[src/rtl/seq_det_ctrl.sv]
// Serial pattern detector with a run controller: matches a configurable
// PAT_W-bit pattern on a gated bit stream, counts hits and stops at a threshold.
module seq_det_ctrl #(
  parameter int PAT_W = 4,
  parameter int CNT_W = 8
) (
  input  logic             clk,
  input  logic             rst,
  input  logic             cfg_we,
  input  logic [PAT_W-1:0] cfg_pat,
  input  logic             cfg_ovl,
  input  logic [CNT_W-1:0] cfg_thr,
  input  logic             start,
  input  logic             stop,
  input  logic             din,
  input  logic             din_vld,
  output logic             busy,
  output logic             done,
  output logic             match,
  output logic [CNT_W-1:0] match_cnt
);

  localparam int FW = $clog2(PAT_W + 1);
  localparam logic [FW-1:0] FILL_MAX = FW'(PAT_W);
  localparam logic [FW-1:0] FILL_MIN = FW'(PAT_W - 1);

  typedef enum logic [1:0] {IDLE, RUN, DONE} state_t;

  state_t           state_reg;
  logic [PAT_W-1:0] pat_reg;
  logic             ovl_reg;
  logic [CNT_W-1:0] thr_reg;
  logic [PAT_W-1:0] hist_reg;
  logic [FW-1:0]    fill_reg;
  logic [CNT_W-1:0] cnt_reg;
  logic             match_reg;

  logic [PAT_W-1:0] hist_next;
  logic [CNT_W-1:0] cnt_next;
  logic [FW-1:0]    fill_next;
  logic             hit;

  // The incoming bit completes the window, so the match test looks one bit ahead.
  always_comb begin
    hist_next = {hist_reg[PAT_W-2:0], din};
    hit       = (hist_next == pat_reg) && (fill_reg >= FILL_MIN);
    cnt_next  = (cnt_reg == {CNT_W{1'b1}}) ? cnt_reg : cnt_reg + CNT_W'(1);
    fill_next = (fill_reg == FILL_MAX) ? fill_reg : fill_reg + FW'(1);
  end

  always_ff @(posedge clk or negedge rst) begin
    if (!rst) begin
      state_reg <= IDLE;
      pat_reg   <= '0;
      ovl_reg   <= 1'b1;
      thr_reg   <= '0;
      hist_reg  <= '0;
      fill_reg  <= '0;
      cnt_reg   <= '0;
      match_reg <= 1'b0;
    end else begin
      match_reg <= 1'b0;
      case (state_reg)
        IDLE: begin
          if (cfg_we) begin
            pat_reg <= cfg_pat;
            ovl_reg <= cfg_ovl;
            thr_reg <= cfg_thr;
          end
          if (start && !stop) begin
            state_reg <= RUN;
            cnt_reg   <= '0;
            hist_reg  <= '0;
            fill_reg  <= '0;
          end
        end
        RUN: begin
          if (stop) begin
            state_reg <= IDLE;
          end else if (din_vld) begin
            hist_reg <= hist_next;
            if (hit) begin
              match_reg <= 1'b1;
              cnt_reg   <= cnt_next;
              fill_reg  <= ovl_reg ? fill_next : '0;
              if ((thr_reg != '0) && (cnt_next == thr_reg))
                state_reg <= DONE;
            end else begin
              fill_reg <= fill_next;
            end
          end
        end
        DONE: begin
          if (stop) begin
            state_reg <= IDLE;
          end else if (start) begin
            state_reg <= RUN;
            cnt_reg   <= '0;
            hist_reg  <= '0;
            fill_reg  <= '0;
          end
        end
        default: state_reg <= IDLE;
      endcase
    end
  end

  assign busy      = (state_reg == RUN);
  assign done      = (state_reg == DONE);
  assign match     = match_reg;
  assign match_cnt = cnt_reg;

endmodule

[config.mk]
export PLATFORM = sky130hd
export DESIGN_NAME = seq_det_ctrl
export DESIGN_NICKNAME = d
export VERILOG_FILES = /design/src/rtl/seq_det_ctrl.sv
export SDC_FILE = /design/constraint.sdc
export NUM_CORES = 1
export LEC_CHECK = 0
export ABC_CLOCK_PERIOD_IN_PS = 7200
export CAP_MARGIN = 0
export CORE_MARGIN = 2
export CORE_UTILIZATION = 50
export DETAILED_ROUTE_END_ITERATION = 7
export PLACE_DENSITY = 0.77
export SYNTH_ARGS = -nofsm -noshare
export SYNTH_HDL_FRONTEND = slang
export SYNTH_SLANG_ARGS = --single-unit
[constraint.sdc]
create_clock -name clk -period 7.2 [get_ports clk]
set_input_delay 1.08 -clock clk [delete_from_list [all_inputs] [get_ports clk]]
set_output_delay 1.08 -clock clk [all_outputs]
set_load 0.03 [all_outputs]
==> impl_metrics.tcl, run 1 <==
set metrics [dict create \
    finClkSkew_ps 12.9 \
    final_cell_mix "clkdlybuf4s50_1 (30), dfrtp_1 (29), nand2_1 (19), a21oi_1 (19), o21ai_0 (12)" \
    clockBufferDepth 2 \
    ir_drop_mv 0.131 \
    multi_input_area_um2 893 \
    gp_congestion 0.842 \
    seq_area_um2 752 \
    dr_total_vias 1406 \
    crit_path_end_kind "output port" \
    worst_pin_slew_ps 967 \
    crit_required_ps 6120 \
    final_cell_area_mm2 0.00209 \
    ys.flop_type "dfrtp_1" \
    relSlewSlack_pct 35.2 \
    synth-async-reset-ratio_pct 100 \
    nNetsFinal 234 \
    cts_sinks 30 \
    setup_viol 0 \
    final_common_cell "clkdlybuf4s50_1" \
    areaGrowthSynthToFinish_pct 23.2 \
    track_usage_pct 21.1 \
    maxSlewViolCount 0 \
    drv_cap 0 \
    p_per_area_mw_per_mm2 187 \
    hpwlAfterDp_um 2760 \
    syn_inst 178 \
    cts_resized 0 \
    drive_above_1_share_pct 11.4 \
    grt_antenna_before_repair 0 \
    place_area_mm2 0.00204 \
    syn_nets 202 \
    num-fill-cells 298 \
    period_needed_ps 3240 \
    grt_max_degree 31 \
    rrSetupSlack_ps 4480 \
    yosysWarningCount 0 \
    htree_levels 2 \
    worst-path-max-fanout 11 \
    period_share_pct 45.0 \
    synth_edf_count 0 \
    clock_latency_ps 330 \
    finalHoldViolCount 0 \
    start_kind "register" \
    cp.arrival_ps 2160 \
    drc 0 \
    fin_tns_setup_ps 0 \
    holdWs_ps 536 \
    initial_utilization_pct 51.6 \
    numPortBuffers 30 \
    grt_pass1_wl_um 6520 \
    num_io_pins 31 \
    drt-initial-drc-count 109 \
    synth_seq_cells 30 \
    drt-wirelength-per-cell_um 14.3 \
    numCtsBuffers 5 \
    clk_pin_slew_ps 90 \
    rsz0062_at_grt "no" \
    syn_area_mm2 0.00170 \
    die_height_um 62.2 \
    cts_root_buf "clkbuf_4" \
    status "finished clean" \
    die_area_mm2 0.00387 \
    routed_via_density 5.47 \
    synth.distinct_cells 45 \
    syn_avg_cell_area_um2 9.52 \
    hold_buffers 0 \
    antenna_left 0 \
    postCtsSetupBuffers 0 \
    fp-row-count 21 \
    yosysSeqAreaShare_pct 44.4 \
    grt_pass1_vias 1449 \
    wirelength_um 3690 \
    core-area_mm2 0.00328 \
    cts_tree "yes" \
    grt-ovfl-total 0 \
    path_class "reg -> out" \
    p_leak_nw 0.853 \
    fmax_mhz 309 \
    drtPass1Iterations 4 \
    chipWidth_um 62.2 \
    hp-class "reg -> reg" \
    n_antenna_cell 0 \
]
==> synth_stat cells (2+ instances only) <==
cell type  number  area share (%)
mux2i_1         2             1.2
o22ai_1         2            0.74
nor2_1          7             1.6
a21o_1          4             1.8
nand4_1         3             1.1
or4_1           2            0.89
dfrtp_1        29              43
nor4_1          2            0.74
buf_2           2            0.59
and3_1          3             1.1
ha_1            4             3.0
nor2b_1         3             1.1
nand2b_1        2            0.74
mux2_2         11             7.3
inv_1           6             1.3
xor2_1          5             2.6
a21oi_1        19             5.6
nor3_1          3            0.89
nand3_1         4             1.2
nand2_1        19             4.2
a31oi_1         3             1.1
xnor2_1         5             2.6
clkbuf_1        2            0.44
or3_1           2            0.74
o21ai_0        12             3.5
and4_1          2             1.0
o21ai_1         2            0.59
==> power breakdown <==
| part | leakage, nW | internal (W) | switching [W] |
|---|---|---|---|
| Clock | 0.0320 | 0.0000371 | 0.0000585 |
| Sequential | 0.385 | 0.000186 | 0.0000183 |
| Combinational | 0.436 | 0.0000471 | 0.0000441 |
| Total | 0.853 | 0.000270 | 0.000121 |
==> through the flow <==
step           std cells  power (W)  setup WS (ps)  utilization (%)
2_1_floorplan        178   0.000265           4650                -
3_3_place_gp         249   0.000294           3960             62.0
3_5_place_dp         249   0.000299           3890             62.0
4_1_cts              257   0.000395           3950             63.6
5_1_grt              257   0.000414           3840             63.6
6_report             257   0.000391           3960             63.6
==> cell families after synthesis <==
family | after synthesis | synth area share [%]
xor gates and xnor gates | 10 | 5.17
buffers and inverters | 13 | 3.25
AOI/OAI and AO/OA | 51 | 18.2
and+or+nand+nor | 57 | 17.6
adders and majority gates | 4 | 2.95
DFF | 30 | 44.4
muxes | 13 | 8.49
==> final cells by class <==
cell class              count  area share [%]
multi-input cells         135            42.8
flip-flops and latches     30            36.0
repair buffers             31            14.7
well taps                  46            2.76
clock buffers               6            1.98
inverters                   7            1.26
clock inverters             2           0.479
==> path summary, 6_finish.rpt <==
check	depth (start not counted)	endpoint	startpoint
worst max-delay path	3	busy	state_reg[0]
worst min-delay path	1	pat_reg[2]	pat_reg[2]
worst max register to register	7	state_reg[0]	match_cnt[0]
worst min register to register	1	pat_reg[2]	pat_reg[2]
max in group asynchronous	2	ovl_reg	rst
min in group asynchronous	2	match_cnt[0]	rst
==> critical path: stages (launching register included) <==
cell             delay (ps)
dfrtp_1                 430
nand2b_1                350
clkinv_1                370
clkdlybuf4s50_1         690
==> per-layer routing <==
metal	up-vias	share of wire (%)	global-route usage, %	wire, um
li1	712	-	-	-
met3	5	3.5	3.80	129
met5	-	0	0	0
met2	31	48	34.4	1780
met1	658	47	28.4	1730
met4	0	1.2	7.78	43
Note: power is estimated with default switching activity, not from simulation.
==> inputs of run 2 (changes only) <==
Settings changed: ABC_CLOCK_PERIOD_IN_PS 7200 to 3200.
Clock period 7.2 ns to 3.2 ns, I/O delays scaled along.
==> impl_metrics.tcl, run 2 (same netlist as run 1, synthesis figures left out) <==
set metrics [dict create \
    status "finished clean" \
    gp_congestion 0.883 \
    numPortBuffers 30 \
    grt_pass1_wl_um 6440 \
    wl_met3_um 225 \
    cts_tree "yes" \
    worst-path-max-fanout 8 \
    num-fill-cells 276 \
    wirelength_um 3820 \
    drt-wirelength-per-cell_um 14.8 \
    htree_levels 2 \
    fp-row-count 21 \
    hpwlAfterDp_um 2770 \
    p_per_area_mw_per_mm2 431 \
    core-area_mm2 0.00328 \
    drc 0 \
    crit_required_ps 3430 \
    fmax_mhz 372 \
    hold_buffers 0 \
    cts_sinks 30 \
    finalHoldViolCount 0 \
    top_layer "met4" \
    drv_cap 0 \
    relSlewSlack_pct 62.1 \
    fin_tns_setup_ps 0 \
    postCtsSetupBuffers 0 \
    antenna_left 0 \
    ir_drop_mv 0.206 \
    setup_viol 0 \
    clock_latency_ps 340 \
    rsz0062_at_grt "no" \
    worst_pin_slew_ps 563 \
    die_area_mm2 0.00387 \
    final_cell_area_mm2 0.00210 \
    crit_path_end_kind "register" \
    num_io_pins 31 \
    grt_pass1_vias 1399 \
    drive_above_1_share_pct 11.8 \
    clockBufferDepth 2 \
    die_height_um 62.2 \
    period_needed_ps 2690 \
    final_common_cell "clkdlybuf4s50_1" \
    p_leak_nw 0.862 \
    period_share_pct 84.0 \
    initial_utilization_pct 51.6 \
    finClkSkew_ps 5.93 \
    areaGrowthSynthToFinish_pct 24.1 \
    drt-initial-drc-count 87 \
    n_antenna_cell 0 \
    met2_length_um 1790 \
    grt-ovfl-total 0 \
    grt_max_degree 31 \
    routed_via_density 5.59 \
    chipWidth_um 62.2 \
    start_kind "register" \
    clk_pin_slew_ps 90 \
    dr_total_vias 1441 \
    path_class "reg -> reg" \
    total_power_w 0.000907 \
    cts_resized 0 \
    track_usage_pct 21.4 \
    cts_root_buf "clkbuf_4" \
    grt_antenna_before_repair 0 \
    drtPass1Iterations 4 \
    maxSlewViolCount 0 \
    place_area_mm2 0.00204 \
    cp.arrival_ps 2920 \
    nNetsFinal 235 \
    wl_met1_um 1720 \
    hp-class "in -> async" \
    final_cell_mix "clkdlybuf4s50_1 (30), dfrtp_1 (29), nand2_1 (19), a21oi_1 (19), o21ai_0 (12)" \
    numCtsBuffers 5 \
]
==> run 2: cell types whose count changed in the layout (fill, tap and decap cells not counted), sizes merged <==
| cell | delta |
|---|---|
| clkbuf | +1 |
| clkinv | -1 |
| buf | +1 |
==> run 2: layout make-up <==
| type | count | area, um^2 | area share, % |
|---|---|---|---|
| sequential | 30 | 752 | 35.7 |
| multi-input combinational | 135 | 893 | 42.4 |
| tap | 46 | 57.6 | 2.73 |
| inverter | 7 | 26.3 | 1.25 |
| clock buffer | 7 | 55.1 | 2.62 |
| timing repair buffer | 32 | 315 | 15.0 |
| clock inverter | 1 | 5.00 | 0.238 |
==> run 2: path summary, 6_finish.rpt <==
path / startpoint / endpoint / slack (ps) / cells past startpoint
setup / recovery: match_cnt[0] / state_reg[0] / 510 / 7
hold / removal: rst / thr_reg[0] / 510 / 2
setup reg to reg: match_cnt[0] / state_reg[0] / 510 / 7
hold reg to reg: hist_reg[2] / hist_reg[2] / 520 / 2
max in group asynchronous: rst / ovl_reg / 2360 / 2
min in group clk: hist_reg[2] / hist_reg[2] / 520 / 2
==> run 2: power breakdown <==
group          switching [W]  internal [W]
Sequential         0.0000433      0.000419
Combinational       0.000100      0.000107
Clock               0.000131      0.000106
==> run 2: per-layer routing <==
| layer | vias to the layer above | global-route usage (%) |
|---|---|---|
| met5 | - | 0 |
| met4 | 0 | 8.89 |
| met3 | 12 | 5.80 |
| met2 | 44 | 33.6 |
| met1 | 671 | 28.2 |
| li1 | 714 | - |
==> run 2: worst max-delay path: stages, from the launching register on <==
cell,delay [ps]
dfrtp_1,490
ha_1,360
nand3_2,170
nor2_1,380
a22o_1,220
a31oi_1,40
or4_1,570
o41a_1,330
==> run 2: stage by stage <==
| step | std cells | setup slack (ps) | hold slack (ps) | utilization [%] |
|---|---|---|---|---|
| after floorplan | 178 | 654 | 184 | - |
| after global placement | 250 | 591 | 499 | 62.2 |
| after detailed placement | 250 | 388 | 504 | 62.2 |
| after CTS | 258 | 538 | 523 | 64.1 |
| after global routing | 258 | 331 | 542 | 64.1 |
| final | 258 | 512 | 511 | 64.1 |
